--- src/rtl/regfile_wb_arbiter_pkg.sv ---
// Shared types for the register-file write-port arbiter: address/data types and the
// write request carried through the long-latency result FIFO.
package kianv_rf_pkg;
  typedef logic [4:0]  rf_addr_t;
  typedef logic [31:0] rf_data_t;

  typedef struct packed {
    rf_addr_t rd;
    rf_data_t data;
  } rf_wr_req_t;

  localparam rf_addr_t RF_X0 = 5'd0;
endpackage

--- src/rtl/regfile_wb_arbiter_if.sv ---
// Writeback / long-latency-unit / register-file bundle. The slave modport is the arbiter;
// the master modport is the pipeline, LU and register-file side.
interface regfile_wb_arbiter_if #(parameter int REGISTER_DEPTH = 32);
  import kianv_rf_pkg::*;

  logic                      wb_valid;
  rf_addr_t                  wb_rd;
  rf_data_t                  wb_data;
  logic                      wb_stall;
  logic                      lu_valid;
  logic                      lu_ready;
  rf_addr_t                  lu_rd;
  rf_data_t                  lu_data;
  logic                      lu_issue_valid;
  rf_addr_t                  lu_issue_rd;
  logic                      rf_we;
  rf_addr_t                  rf_a3;
  rf_data_t                  rf_wd;
  logic [REGISTER_DEPTH-1:0] pending_mask;

  modport slave (
    input  wb_valid, wb_rd, wb_data, lu_valid, lu_rd, lu_data, lu_issue_valid, lu_issue_rd,
    output wb_stall, lu_ready, rf_we, rf_a3, rf_wd, pending_mask
  );

  modport master (
    output wb_valid, wb_rd, wb_data, lu_valid, lu_rd, lu_data, lu_issue_valid, lu_issue_rd,
    input  wb_stall, lu_ready, rf_we, rf_a3, rf_wd, pending_mask
  );
endinterface

--- src/rtl/rf_wr_fifo.sv ---
// Small power-of-two FIFO of pending long-latency register writes. The caller guarantees
// push only when not full and pop only when not empty.
import kianv_rf_pkg::*;

module rf_wr_fifo #(
  parameter int DEPTH = 2
) (
  input  logic       clk,
  input  logic       resetn,
  input  logic       i_push,
  input  rf_wr_req_t i_push_data,
  input  logic       i_pop,
  output logic       o_full,
  output logic       o_empty,
  output rf_wr_req_t o_head
);
  localparam int AW = $clog2(DEPTH);

  rf_wr_req_t    r_mem [DEPTH];
  logic [AW-1:0] r_wptr;
  logic [AW-1:0] r_rptr;
  logic [AW:0]   r_cnt;

  assign o_full  = (r_cnt == (AW+1)'(DEPTH));
  assign o_empty = (r_cnt == '0);
  assign o_head  = r_mem[r_rptr];

  // Storage needs no reset: occupancy alone decides what is valid.
  always_ff @(posedge clk) begin
    if (i_push) r_mem[r_wptr] <= i_push_data;
  end

  always_ff @(posedge clk or negedge resetn) begin
    if (!resetn) begin
      r_wptr <= '0;
      r_rptr <= '0;
      r_cnt  <= '0;
    end else begin
      if (i_push) r_wptr <= r_wptr + 1'b1;
      if (i_pop)  r_rptr <= r_rptr + 1'b1;
      case ({i_push, i_pop})
        2'b10:   r_cnt <= r_cnt + 1'b1;
        2'b01:   r_cnt <= r_cnt - 1'b1;
        default: r_cnt <= r_cnt;
      endcase
    end
  end
endmodule

--- src/rtl/regfile_wb_arbiter.sv ---
// Arbitrates the single RF write port between writeback (priority) and queued LU results,
// with an anti-starvation stall. Define KIANV_RF_SCOREBOARD_EN for the pending-write mask.
import kianv_rf_pkg::*;

module regfile_wb_arbiter #(
  parameter int REGISTER_DEPTH = 32,
  parameter int FIFO_DEPTH     = 2,
  parameter int MAX_WAIT       = 4
) (
  input  logic                 clk,
  input  logic                 resetn,
  regfile_wb_arbiter_if.slave  bus
);
  localparam int WW = $clog2(MAX_WAIT + 1);

  logic          w_full;
  logic          w_empty;
  logic          w_push;
  logic          w_pop;
  logic          w_wb_grant;
  logic          w_wb_stall;
  rf_wr_req_t    w_head;
  rf_wr_req_t    w_lu_req;
  logic [WW-1:0] r_wait;

  // Stall is a pure function of state so the pipeline sees it early in the cycle.
  assign w_wb_stall = (r_wait == WW'(MAX_WAIT)) && !w_empty;
  assign w_wb_grant = bus.wb_valid && !w_wb_stall;
  assign w_pop      = !w_wb_grant && !w_empty;
  assign w_push     = bus.lu_valid && !w_full && (bus.lu_rd != RF_X0);
  assign w_lu_req   = '{rd: bus.lu_rd, data: bus.lu_data};

  assign bus.wb_stall = w_wb_stall;
  assign bus.lu_ready = !w_full;

  rf_wr_fifo #(.DEPTH(FIFO_DEPTH)) u_fifo (
    .clk         (clk),
    .resetn      (resetn),
    .i_push      (w_push),
    .i_push_data (w_lu_req),
    .i_pop       (w_pop),
    .o_full      (w_full),
    .o_empty     (w_empty),
    .o_head      (w_head)
  );

  always_comb begin
    bus.rf_we = 1'b0;
    bus.rf_a3 = RF_X0;
    bus.rf_wd = '0;
    if (w_wb_grant) begin
      bus.rf_we = (bus.wb_rd != RF_X0);
      bus.rf_a3 = bus.wb_rd;
      bus.rf_wd = bus.wb_data;
    end else if (w_pop) begin
      bus.rf_we = 1'b1;
      bus.rf_a3 = w_head.rd;
      bus.rf_wd = w_head.data;
    end
  end

  always_ff @(posedge clk or negedge resetn) begin
    if (!resetn)                       r_wait <= '0;
    else if (w_empty || w_pop)         r_wait <= '0;
    else if (r_wait != WW'(MAX_WAIT))  r_wait <= r_wait + 1'b1;
  end

`ifdef KIANV_RF_SCOREBOARD_EN
  logic [REGISTER_DEPTH-1:0] r_pending;
  logic [REGISTER_DEPTH-1:0] w_set;
  logic [REGISTER_DEPTH-1:0] w_clr;

  always_comb begin
    w_set = '0;
    w_clr = '0;
    for (int i = 0; i < REGISTER_DEPTH; i++) begin
      w_set[i] = bus.lu_issue_valid && (bus.lu_issue_rd != RF_X0) &&
                 (bus.lu_issue_rd == rf_addr_t'(i));
      w_clr[i] = w_pop && (w_head.rd == rf_addr_t'(i));
    end
  end

  // A re-issue in the very cycle the old result retires is fine; set wins.
  always_ff @(posedge clk or negedge resetn) begin
    if (!resetn) r_pending <= '0;
    else         r_pending <= (r_pending & ~w_clr) | w_set;
  end

  assign bus.pending_mask = r_pending;

  a_no_double_issue: assert property (@(posedge clk) disable iff (!resetn)
    (bus.lu_issue_valid && bus.lu_issue_rd != RF_X0) |->
    (!r_pending[bus.lu_issue_rd] || w_clr[bus.lu_issue_rd]));
`else
  logic w_unused_issue;
  assign w_unused_issue   = ^{bus.lu_issue_valid, bus.lu_issue_rd};
  assign bus.pending_mask = '0;
`endif
endmodule

--- src/flat_wrapper.sv ---
// flat-port wrapper written by rule: the top's interface ports become plain ports
module regfile_wb_arbiter_flat 
#(
  parameter int REGISTER_DEPTH = 32,
  parameter int FIFO_DEPTH     = 2,
  parameter int MAX_WAIT       = 4
)
  (clk, resetn, bus_wb_valid, bus_wb_rd, bus_wb_data, bus_lu_valid, bus_lu_rd, bus_lu_data, bus_lu_issue_valid, bus_lu_issue_rd, bus_wb_stall, bus_lu_ready, bus_rf_we, bus_rf_a3, bus_rf_wd, bus_pending_mask);
  regfile_wb_arbiter_if #(.REGISTER_DEPTH(REGISTER_DEPTH)) bus_i ();
  input  logic clk;
  input  logic resetn;
  input wire logic [$bits(bus_i.wb_valid)-1:0] bus_wb_valid;
  input wire logic [$bits(bus_i.wb_rd)-1:0] bus_wb_rd;
  input wire logic [$bits(bus_i.wb_data)-1:0] bus_wb_data;
  input wire logic [$bits(bus_i.lu_valid)-1:0] bus_lu_valid;
  input wire logic [$bits(bus_i.lu_rd)-1:0] bus_lu_rd;
  input wire logic [$bits(bus_i.lu_data)-1:0] bus_lu_data;
  input wire logic [$bits(bus_i.lu_issue_valid)-1:0] bus_lu_issue_valid;
  input wire logic [$bits(bus_i.lu_issue_rd)-1:0] bus_lu_issue_rd;
  output wire logic [$bits(bus_i.wb_stall)-1:0] bus_wb_stall;
  output wire logic [$bits(bus_i.lu_ready)-1:0] bus_lu_ready;
  output wire logic [$bits(bus_i.rf_we)-1:0] bus_rf_we;
  output wire logic [$bits(bus_i.rf_a3)-1:0] bus_rf_a3;
  output wire logic [$bits(bus_i.rf_wd)-1:0] bus_rf_wd;
  output wire logic [$bits(bus_i.pending_mask)-1:0] bus_pending_mask;
  assign bus_i.wb_valid = bus_wb_valid;
  assign bus_i.wb_rd = bus_wb_rd;
  assign bus_i.wb_data = bus_wb_data;
  assign bus_i.lu_valid = bus_lu_valid;
  assign bus_i.lu_rd = bus_lu_rd;
  assign bus_i.lu_data = bus_lu_data;
  assign bus_i.lu_issue_valid = bus_lu_issue_valid;
  assign bus_i.lu_issue_rd = bus_lu_issue_rd;
  assign bus_wb_stall = bus_i.wb_stall;
  assign bus_lu_ready = bus_i.lu_ready;
  assign bus_rf_we = bus_i.rf_we;
  assign bus_rf_a3 = bus_i.rf_a3;
  assign bus_rf_wd = bus_i.rf_wd;
  assign bus_pending_mask = bus_i.pending_mask;
  regfile_wb_arbiter #(.REGISTER_DEPTH(REGISTER_DEPTH), .FIFO_DEPTH(FIFO_DEPTH), .MAX_WAIT(MAX_WAIT)) u_core (.clk(clk), .resetn(resetn), .bus(bus_i));
endmodule
--- config.mk ---
export PLATFORM = sky130hd
export DESIGN_NAME = regfile_wb_arbiter_flat
export DESIGN_NICKNAME = d
export VERILOG_FILES = /design/src/rtl/regfile_wb_arbiter_pkg.sv /design/src/rtl/regfile_wb_arbiter_if.sv /design/src/rtl/rf_wr_fifo.sv /design/src/rtl/regfile_wb_arbiter.sv /design/src/flat_wrapper.sv
export SDC_FILE = /design/constraint.sdc
export NUM_CORES = 1
export LEC_CHECK = 0
export CAP_MARGIN = 15
export CORE_MARGIN = 10
export CORE_UTILIZATION = 38
export DETAILED_ROUTE_END_ITERATION = 6
export MAX_ROUTING_LAYER = met4
export PLACE_DENSITY_LB_ADDON = 0.3
export SKIP_LAST_GASP = 1
export SLEW_MARGIN = 20
export SYNTH_ARGS = -nofsm -noshare
export SYNTH_HDL_FRONTEND = slang
export SYNTH_SLANG_ARGS = --single-unit
--- constraint.sdc ---
create_clock -name clk -period 2.51 [get_ports clk]
set_input_delay 0.251 -clock clk [delete_from_list [all_inputs] [get_ports clk]]
set_output_delay 0.251 -clock clk [all_outputs]
set_load 0.1 [all_outputs]
==> results of run 1 <==
through the flow:
| step | TNS, ps | setup WS (ps) | area, µm² |
|---|---|---|---|
| floorplan | -30540 | -383 | 3960 |
| global placement | 0 | 311 | 5450 |
| detailed placement | 0 | 277 | 5450 |
| CTS | 0 | 136 | 5640 |
| global route | -2.75 | -1.79 | 5650 |
| finish | 0 | 179 | 5650 |
logic make-up (layout without fill, tap and decap cells):
family / after synthesis / after routing / share of synthesized area, %
DFF: 81 / 81 / 65.8
muxes: 37 / 37 / 10.2
buffers and inverters: 49 / 147 / 9.03
and+or+nand+nor: 14 / 14 / 2.20
AOI/OAI and AO/OA: 44 / 44 / 10.4
xor gates and xnor gates: 5 / 5 / 1.20
other: 1 / 32 / 0.103
adders and majority gates: 3 / 3 / 1.03
repair_timing:
action	CTS	global route
resized for setup	0	1
setup endpoints to repair	0	1
hold buffers	0	0
layer usage:
layer / global-route usage (%) / share of wire [%] / routed length, µm
met5: - / 0 / 0
met4: 4.40 / 1.1 / 96
met3: 6.47 / 11 / 989
met2: 19.3 / 45 / 3910
met1: 14.5 / 43 / 3690
state kept, by name, summed over array words and instances, names as in the netlist:
name	count
u_core.u_fifo.r_cnt	2
u_core.u_fifo.r_rptr	1
u_core.u_fifo.r_wptr	1
u_core.r_wait	3
u_core.u_fifo.r_mem	74
worst min-delay path by stage:
stage	from	end	slack, ps	depth (start not counted)
2_1_floorplan	resetn	u_core.r_wait[0]	-40	0
3_3_place_gp	u_core.r_wait[0]	u_core.r_wait[0]	450	1
3_5_place_dp	u_core.r_wait[0]	u_core.r_wait[0]	470	1
4_1_cts	resetn	u_core.r_wait[1]	160	1
5_1_grt	resetn	u_core.r_wait[1]	170	1
6_report	resetn	u_core.r_wait[1]	160	1
layout by cell type (no fill, tap or decap), types with 2 or more instances in the layout:
cell type / instances
buf_12: 39
buf_4: 10
clkbuf_8: 9
clkdlybuf4s50_1: 77
clkinvlp_4: 2
conb_1: 32
dfrtp_1: 6
edfxtp_1: 74
ha_1: 3
inv_1: 5
mux2i_1: 37
nor2_1: 5
nor2_4: 2
nor3b_1: 2
o21ai_0: 2
o2bb2ai_1: 5
o2bb2ai_2: 32
xnor2_1: 4
area by class of cell:
class	instances	area [µm²]	share of cell area [%]
repair buffers	126	1630	28.8
inverters	5	18.8	0.332
well taps	129	161	2.86
clock inverters	6	67.6	1.20
flip-flops and latches	81	2400	42.4
multi-input cells	135	1250	22.1
clock buffers	10	128	2.26
critical path, stage by stage, from the launching register on:
cell and delay, ps:
dfrtp_1 410, inv_1 70, ha_1 170, nand2_1 130, a21o_2 240, buf_4 230
o2bb2ai_1 270, buf_12 210
report_power, final:
part | switching [W] | internal (W) | leakage (nW)
registers | 0.000151 | 0.00184 | 0.772
clock network | 0.000460 | 0.000463 | 0.0929
logic | 0.00249 | 0.00127 | 1.25
==> results.sh, run 1 <==
export IMPL_status="complete, no violations"
export IMPL_h_tree_depth=3
export IMPL_min_period_ps=2330
export IMPL_skew_ps=11.4
export IMPL_antenna_cells=0
export IMPL_overflow=0
export IMPL_drv_cap=0
export IMPL_rows=35
export IMPL_critPathCapture="bus_rf_wd[7]"
export IMPL_clockBufferDepth=2
export IMPL_wirelength_um=8690
export IMPL_powerDensity_nw_per_um2=1180
export IMPL_synth_seq_cells=81
export IMPL_drive_gt1_share_pct=28.4
export IMPL_final_util_pct=60.9
export IMPL_holdCritPathClass="in2async"
export IMPL_dpl_hpwl_um=6850
export IMPL_reg2reg_slack_ps=510
export IMPL_cts_buffers=9
export IMPL_cp_end_kind="output pin"
export IMPL_drc=0
export IMPL_power_w=0.00667
export IMPL_dieArea_um2=13900
export IMPL_setup_violations=0
export IMPL_cts_setup_buffers=0
export IMPL_start_util_pct=39.2
export IMPL_num_fill_cells=726
export IMPL_syn_to_final_growth_pct=55.1
export IMPL_grt_pass1_wl_um=13900
export IMPL_ant_nets=0
export IMPL_path_clk_slew_ps=80
export IMPL_drt_pass1_iterations=4
export IMPL_crit_required_ps=2260
export IMPL_vias=2306
export IMPL_r2r_start="u_core.r_wait[0]"
export IMPL_io_buffers=117
export IMPL_grt_total_usage_pct=12.8
export IMPL_ys_flop_type="edfxtp_1"
export IMPL_synth_cell_types=24
export IMPL_cts_root_buffer="clkbuf_8"
export IMPL_boundaryPins=156
export IMPL_viasPerCell=4.69
export IMPL_gp_congestion=0.710
export IMPL_synth_yosys_warnings=0
export IMPL_finalNonFillerCells=492
export IMPL_cts_sinks=81
export IMPL_synthTopCellsByArea="edfxtp_1, mux2i_1, o2bb2ai_1"
export IMPL_worstPathArrival_ps=2080
export IMPL_nNetsFinal=445
export IMPL_synth_cells=234
export IMPL_place_inst=476
export IMPL_fin_crit_sh_pct=92.9
export IMPL_cts_tree="done"
export IMPL_cp_max_fo=21
export IMPL_reg2reg_to="u_core.u_fifo.r_cnt[1]"
export IMPL_grt_pass1_vias=2609
export IMPL_syn_avg_cell_area_um2=15.6
export IMPL_hold_viol=0
export IMPL_reg2reg_depth=9
export IMPL_yosysTopAreaCellShare_pct=61.0
export IMPL_ys_seq_area_share_pct=65.8
export IMPL_start_kind="register"
export IMPL_synth_cell_area_um2=3640
export IMPL_clock_latency_ps=340
export IMPL_grt_setup_unrepaired="true"
export IMPL_die_x_um=118
export IMPL_wl_per_cell_um=17.7
export IMPL_synth_most_common_cell="edfxtp_1"
export IMPL_synth_edf_count=74
export IMPL_critical_path_class="reg2out"
export IMPL_power_leakage_nw=2.11
export IMPL_drv_slew=0
export IMPL_yosysTopAreaCell="edfxtp_1"
export IMPL_timing_hold_ws_ps=164
export IMPL_postSynth_asyncResetShare_pct=8.64
export IMPL_fmax_mhz=429
export IMPL_startpoint="u_core.r_wait[0]"
export IMPL_peakVddDrop_v=0.000676
export IMPL_drt_initial_drc_count=91
export IMPL_antenna_found_initial=0
export IMPL_core_um2=9280
export IMPL_synthTopCellsByCount="edfxtp_1, buf_4, mux2i_1, o2bb2ai_1"
export IMPL_grt_start_max_net_pins=28
export IMPL_dieHeight_um=118
No activity file was read; power rests on OpenSTA's default activity.
==> run 2, diff against run 1 <==
--- a/config.mk
+++ b/config.mk
@@ -9,8 +9,9 @@
 export CORE_MARGIN = 10
 export CORE_UTILIZATION = 38
 export DETAILED_ROUTE_END_ITERATION = 6
+export HOLD_SLACK_MARGIN = 0.05
 export MAX_ROUTING_LAYER = met4
-export PLACE_DENSITY_LB_ADDON = 0.3
+export PLACE_DENSITY = 0.8
 export SKIP_LAST_GASP = 1
 export SLEW_MARGIN = 20
 export SYNTH_ARGS = -nofsm -noshare
==> results.sh, run 2 (synthesized netlist as in run 1, its figures left out) <==
export IMPL_crit_required_ps=2260
export IMPL_post_dp_cell_area_um2=5470
export IMPL_post_route_cell_area_um2=5690
export IMPL_antenna_found_initial=0
export IMPL_syn_to_final_growth_pct=56.2
export IMPL_power_leakage_nw=2.13
export IMPL_viasPerCell=4.72
export IMPL_min_period_ps=2360
export IMPL_hold_viol=0
export IMPL_drive_gt1_share_pct=28.8
export IMPL_largest_reg_flops=74
export IMPL_overflow=0
export IMPL_worstPathArrival_ps=2110
export IMPL_num_fill_cells=722
export IMPL_r2r_start="u_core.r_wait[0]"
export IMPL_final_common_cell="clkdlybuf4s50_1"
export IMPL_fmax_mhz=423
export IMPL_largest_register="u_core.u_fifo.r_mem"
export IMPL_wl_per_cell_um=18.6
export IMPL_critical_path_class="reg2out"
export IMPL_drt_initial_drc_count=65
export IMPL_cp_end_kind="output pin"
export IMPL_drc=0
export IMPL_dieArea_um2=13900
export IMPL_fin_crit_sh_pct=94.1
export IMPL_cts_buffers=9
export IMPL_timing_hold_ws_ps=170
export IMPL_nNetsFinal=446
export IMPL_peakVddDrop_v=0.000791
export IMPL_reg2reg_depth=9
export IMPL_ant_nets=0
export IMPL_powerDensity_nw_per_um2=1190
export IMPL_setup_violations=0
export IMPL_multi_input_area_um2=1260
export IMPL_cts_tree="done"
export IMPL_most_common_layout_cells="clkdlybuf4s50_1, edfxtp_1, buf_12, mux2i_1, o2bb2ai_2"
export IMPL_path_clk_slew_ps=80
export IMPL_core_um2=9280
export IMPL_start_kind="register"
export IMPL_timing_final_ws_setup_ps=148
export IMPL_io_buffers=117
export IMPL_vias=2325
export IMPL_cts_sinks=81
export IMPL_h_tree_depth=3
export IMPL_skew_ps=9.13
export IMPL_clock_latency_ps=340
export IMPL_start_util_pct=39.2
export IMPL_dpl_hpwl_um=7150
export IMPL_dp_slack_ps=220
export IMPL_rows=35
export IMPL_drv_slew=0
export IMPL_drv_cap=0
export IMPL_antenna_cells=0
export IMPL_grt_pass1_vias=2640
export IMPL_gp_congestion=0.705
export IMPL_boundaryPins=156
export IMPL_cts_setup_buffers=0
export IMPL_grt_start_max_net_pins=23
export IMPL_status="complete, no violations"
export IMPL_grt_pass1_wl_um=14100
export IMPL_seqCellArea_um2=2400
export IMPL_grt_setup_unrepaired="false"
export IMPL_power_w=0.00677
export IMPL_clockBufferDepth=2
export IMPL_biggestRegsByFlops="u_core.u_fifo.r_mem: 74 flops, u_core.r_wait: 3 flops, u_core.u_fifo.r_cnt: 2 flops"
export IMPL_dieHeight_um=118
export IMPL_cp_max_fo=15
export IMPL_cts_root_buffer="clkbuf_8"
export IMPL_grt_total_usage_pct=13.2
export IMPL_die_x_um=118
export IMPL_final_util_pct=61.3
export IMPL_drt_pass1_iterations=4
export IMPL_reg2reg_to="u_core.u_fifo.r_cnt[1]"
export IMPL_wirelength_um=9150
export IMPL_reg2reg_slack_ps=580
export IMPL_holdCritPathClass="in2async"
-- run 2: layer usage --
layer | GRT usage (%) | vias up | routed length [µm]
met1 | 14.1 | 1118 | 3720
met3 | 6.24 | 8 | 938
li1 | - | 1086 | -
met5 | - | - | 0
met4 | 4.40 | 0 | 102
met2 | 21.2 | 113 | 4390
-- run 2: timing repair --
| item | 4_1_cts | 5_1_grt |
|---|---|---|
| endpoints found under the setup margin | 1 | 2 |
| gates resized for setup | 1 | 2 |
| hold buffers | 0 | 0 |
-- run 2: cell type report --
| type | count | share of cell area (%) |
|---|---|---|
| clock buffer | 10 | 2.24 |
| clock inverter | 6 | 1.32 |
| inverter | 5 | 0.330 |
| multi-input combinational | 135 | 22.2 |
| sequential | 81 | 42.2 |
| tap | 129 | 2.84 |
| timing repair buffer | 127 | 28.9 |
-- run 2: worst max-delay path by stage --
stage,from,to,depth (start not counted)
2_1_floorplan,u_core.u_fifo.r_cnt[0],u_core.u_fifo.r_mem[0][0],3
3_3_place_gp,bus_lu_rd[0],u_core.u_fifo.r_cnt[1],6
3_5_place_dp,bus_lu_rd[0],u_core.u_fifo.r_cnt[1],7
4_1_cts,u_core.r_wait[0],bus_rf_wd[7],7
5_1_grt,u_core.r_wait[0],bus_rf_wd[10],7
6_report,u_core.r_wait[0],bus_rf_wd[8],7
-- run 2: through the flow --
| step | instances | TNS (ps) |
|---|---|---|
| final | 493 | 0 |
| after global placement | 477 | 0 |
| after CTS | 493 | 0 |
| after floorplan | 265 | -30540 |
| after detailed placement | 477 | 0 |
| after global routing | 493 | 0 |
-- run 2: report_power, final --
group / switching, W / internal (W)
Sequential: 0.000137 / 0.00184
Clock: 0.000489 / 0.000476
Combinational: 0.00254 / 0.00130
Total: 0.00316 / 0.00361
-- run 2: worst max-delay path: stages (launching register included) --
cell       delay (ps)
dfrtp_1           410
inv_1              80
ha_1              170
nand2_1           140
a21o_4            340
buf_4             190
o2bb2ai_1         220
buf_12            210
==> run 3, diff against run 2 <==
--- a/config.mk
+++ b/config.mk
@@ -7,11 +7,11 @@
 export LEC_CHECK = 0
 export CAP_MARGIN = 15
 export CORE_MARGIN = 10
-export CORE_UTILIZATION = 38
+export CORE_UTILIZATION = 43
 export DETAILED_ROUTE_END_ITERATION = 6
 export HOLD_SLACK_MARGIN = 0.05
 export MAX_ROUTING_LAYER = met4
-export PLACE_DENSITY = 0.8
+export PLACE_DENSITY = 0.85
 export SKIP_LAST_GASP = 1
 export SLEW_MARGIN = 20
 export SYNTH_ARGS = -nofsm -noshare
==> constraint.sdc (replaced) <==
create_clock -name clk -period 2.34 [get_ports clk]
set_input_delay 0.234 -clock clk [delete_from_list [all_inputs] [get_ports clk]]
set_output_delay 0.234 -clock clk [all_outputs]
set_load 0.1 [all_outputs]
==> results.sh, run 3 (synthesized netlist as in run 1, its figures left out) <==
export IMPL_status="complete, no violations"
export IMPL_seqCellArea_um2=2400
export IMPL_cts_buffers=9
export IMPL_num_fill_cells=545
export IMPL_grt_pass1_vias=2636
export IMPL_seqPwrFrac_pct=29.2
export IMPL_switching_power_w=0.00337
export IMPL_crit_required_ps=2110
export IMPL_start_kind="register"
export IMPL_largest_reg_flops=74
export IMPL_cts_root_buffer="clkbuf_8"
export IMPL_dieHeight_um=112
export IMPL_syn_to_final_growth_pct=54.8
export IMPL_grt_setup_unrepaired="true"
export IMPL_grt_total_usage_pct=14.8
export IMPL_dieArea_um2=12600
export IMPL_start_util_pct=44.3
export IMPL_switching_share_pct=46.0
export IMPL_core_um2=8220
export IMPL_overflow=0
export IMPL_biggestRegsByFlops="u_core.u_fifo.r_mem: 74 flops, u_core.r_wait: 3 flops, u_core.u_fifo.r_cnt: 2 flops"
export IMPL_wirelength_um=9480
export IMPL_drt_pass1_iterations=4
export IMPL_peakVddDrop_v=0.000772
export IMPL_dpl_hpwl_um=6900
export IMPL_most_common_layout_cells="clkdlybuf4s50_1, edfxtp_1, buf_12, mux2i_1, conb_1"
export IMPL_worstPathArrival_ps=2010
export IMPL_drv_slew=0
export IMPL_grt_pass1_wl_um=14200
export IMPL_ant_nets=0
export IMPL_viasPerCell=5.06
export IMPL_vias=2357
export IMPL_fmax_mhz=445
export IMPL_drive_gt1_share_pct=24.1
export IMPL_comb_power_share_pct=55.6
export IMPL_clockBufferDepth=2
export IMPL_largest_register="u_core.u_fifo.r_mem"
export IMPL_antenna_found_initial=0
export IMPL_skew_ps=15.2
export IMPL_power_leakage_nw=2.12
export IMPL_rows=33
export IMPL_cp_max_fo=29
export IMPL_drv_cap=0
export IMPL_io_buffers=117
export IMPL_hold_viol=0
export IMPL_drc=0
export IMPL_multi_input_area_um2=1220
export IMPL_boundaryPins=156
export IMPL_startpoint="u_core.r_wait[0]"
export IMPL_fin_crit_sh_pct=96.1
export IMPL_setup_tns_final_ps=0
export IMPL_p_int_w=0.00396
export IMPL_cp_end_kind="output pin"
export IMPL_antenna_cells=0
export IMPL_wl_per_cell_um=20.3
export IMPL_grt_start_max_net_pins=38
export IMPL_clkPwrFrac_pct=15.3
export IMPL_final_util_pct=68.6
export IMPL_critical_path_class="reg2out"
export IMPL_path_clk_slew_ps=80
export IMPL_r2r_start="u_core.r_wait[0]"
export IMPL_setup_violations=0
export IMPL_min_period_ps=2250
export IMPL_cts_sinks=81
export IMPL_cts_tree="done"
export IMPL_drt_initial_drc_count=109
export IMPL_clock_latency_ps=350
export IMPL_final_common_cell="clkdlybuf4s50_1"
export IMPL_die_x_um=112
export IMPL_h_tree_depth=3
export IMPL_holdCritPathClass="in2async"
export IMPL_gp_congestion=0.762
export IMPL_nNetsFinal=443
export IMPL_cts_setup_buffers=0
export IMPL_powerDensity_nw_per_um2=1300
==> run 3: changes by cell type in the layout (fill, tap and decap cells not counted), moves of 2 or more <==
cell and change:
o2bb2ai_1 +18, o2bb2ai_4 +5, buf_4 -6, buf_12 +2, o2bb2ai_2 -23
==> run 3: what timing repair did <==
action	CTS	global route
gates resized for setup	0	8
setup endpoints to repair	0	34
hold endpoints to repair	0	0
hold buffers	0	0
==> run 3: through the flow <==
step | hold WS (ps) | setup slack (ps) | cell area [µm²] | total power, W | cells
2_1_floorplan | -61.6 | -441 | 3870 | 0.00483 | 265
3_3_place_gp | 449 | 55.1 | 5310 | 0.00610 | 448
3_5_place_dp | 475 | 12.3 | 5310 | 0.00617 | 448
4_1_cts | 141 | 21.4 | 5530 | 0.00728 | 464
5_1_grt | 161 | -39.7 | 5640 | 0.00758 | 466
6_report | 145 | 91.3 | 5640 | 0.00733 | 466
==> run 3: final cells by class <==
cell class	count	area share (%)
inverters	5	0.333
clock buffers	10	2.26
clock inverters	6	1.60
repair buffers	124	29.3
multi-input cells	135	21.6
flip-flops and latches	81	42.6
well taps	105	2.33
==> run 3: power groups by stage <==
stage / registers (W) / clock network [W] / logic, W
after global routing: 0.00217 / 0.00119 / 0.00422
after floorplan: 0.00209 / 0 / 0.00275
final: 0.00214 / 0.00112 / 0.00407
after global placement: 0.00215 / 0 / 0.00395
after detailed placement: 0.00217 / 0 / 0.00400
after CTS: 0.00214 / 0.00113 / 0.00400
==> run 3: worst max-delay path, cell delays in order (launching register included) <==
cell and delay (ps):
dfrtp_1 410, inv_1 70, ha_1 170, nand2_2 100
a21o_2 250, buf_12 160, o2bb2ai_1 270, buf_12 220
==> run 3: path summary, 6_finish.rpt <==
kind,endpoint,slack [ps],depth (start not counted)
setup / recovery,bus_rf_wd[30],90,7
hold / removal,u_core.u_fifo.r_cnt[1],150,1
setup reg to reg,u_core.u_fifo.r_cnt[1],480,9
hold reg to reg,u_core.r_wait[0],490,1
max in group asynchronous,u_core.u_fifo.r_rptr,1940,1
min in group clk,u_core.u_fifo.r_mem[1][14],460,1
==> run 3: per-layer routing <==
layer / vias up / routed length [µm] / global-route usage [%]
met2: 126 / 4680 / 23.6
met3: 12 / 878 / 6.71
met5: - / 0 / -
met1: 1138 / 3800 / 16.2
li1: 1081 / - / -
met4: 0 / 125 / 4.65
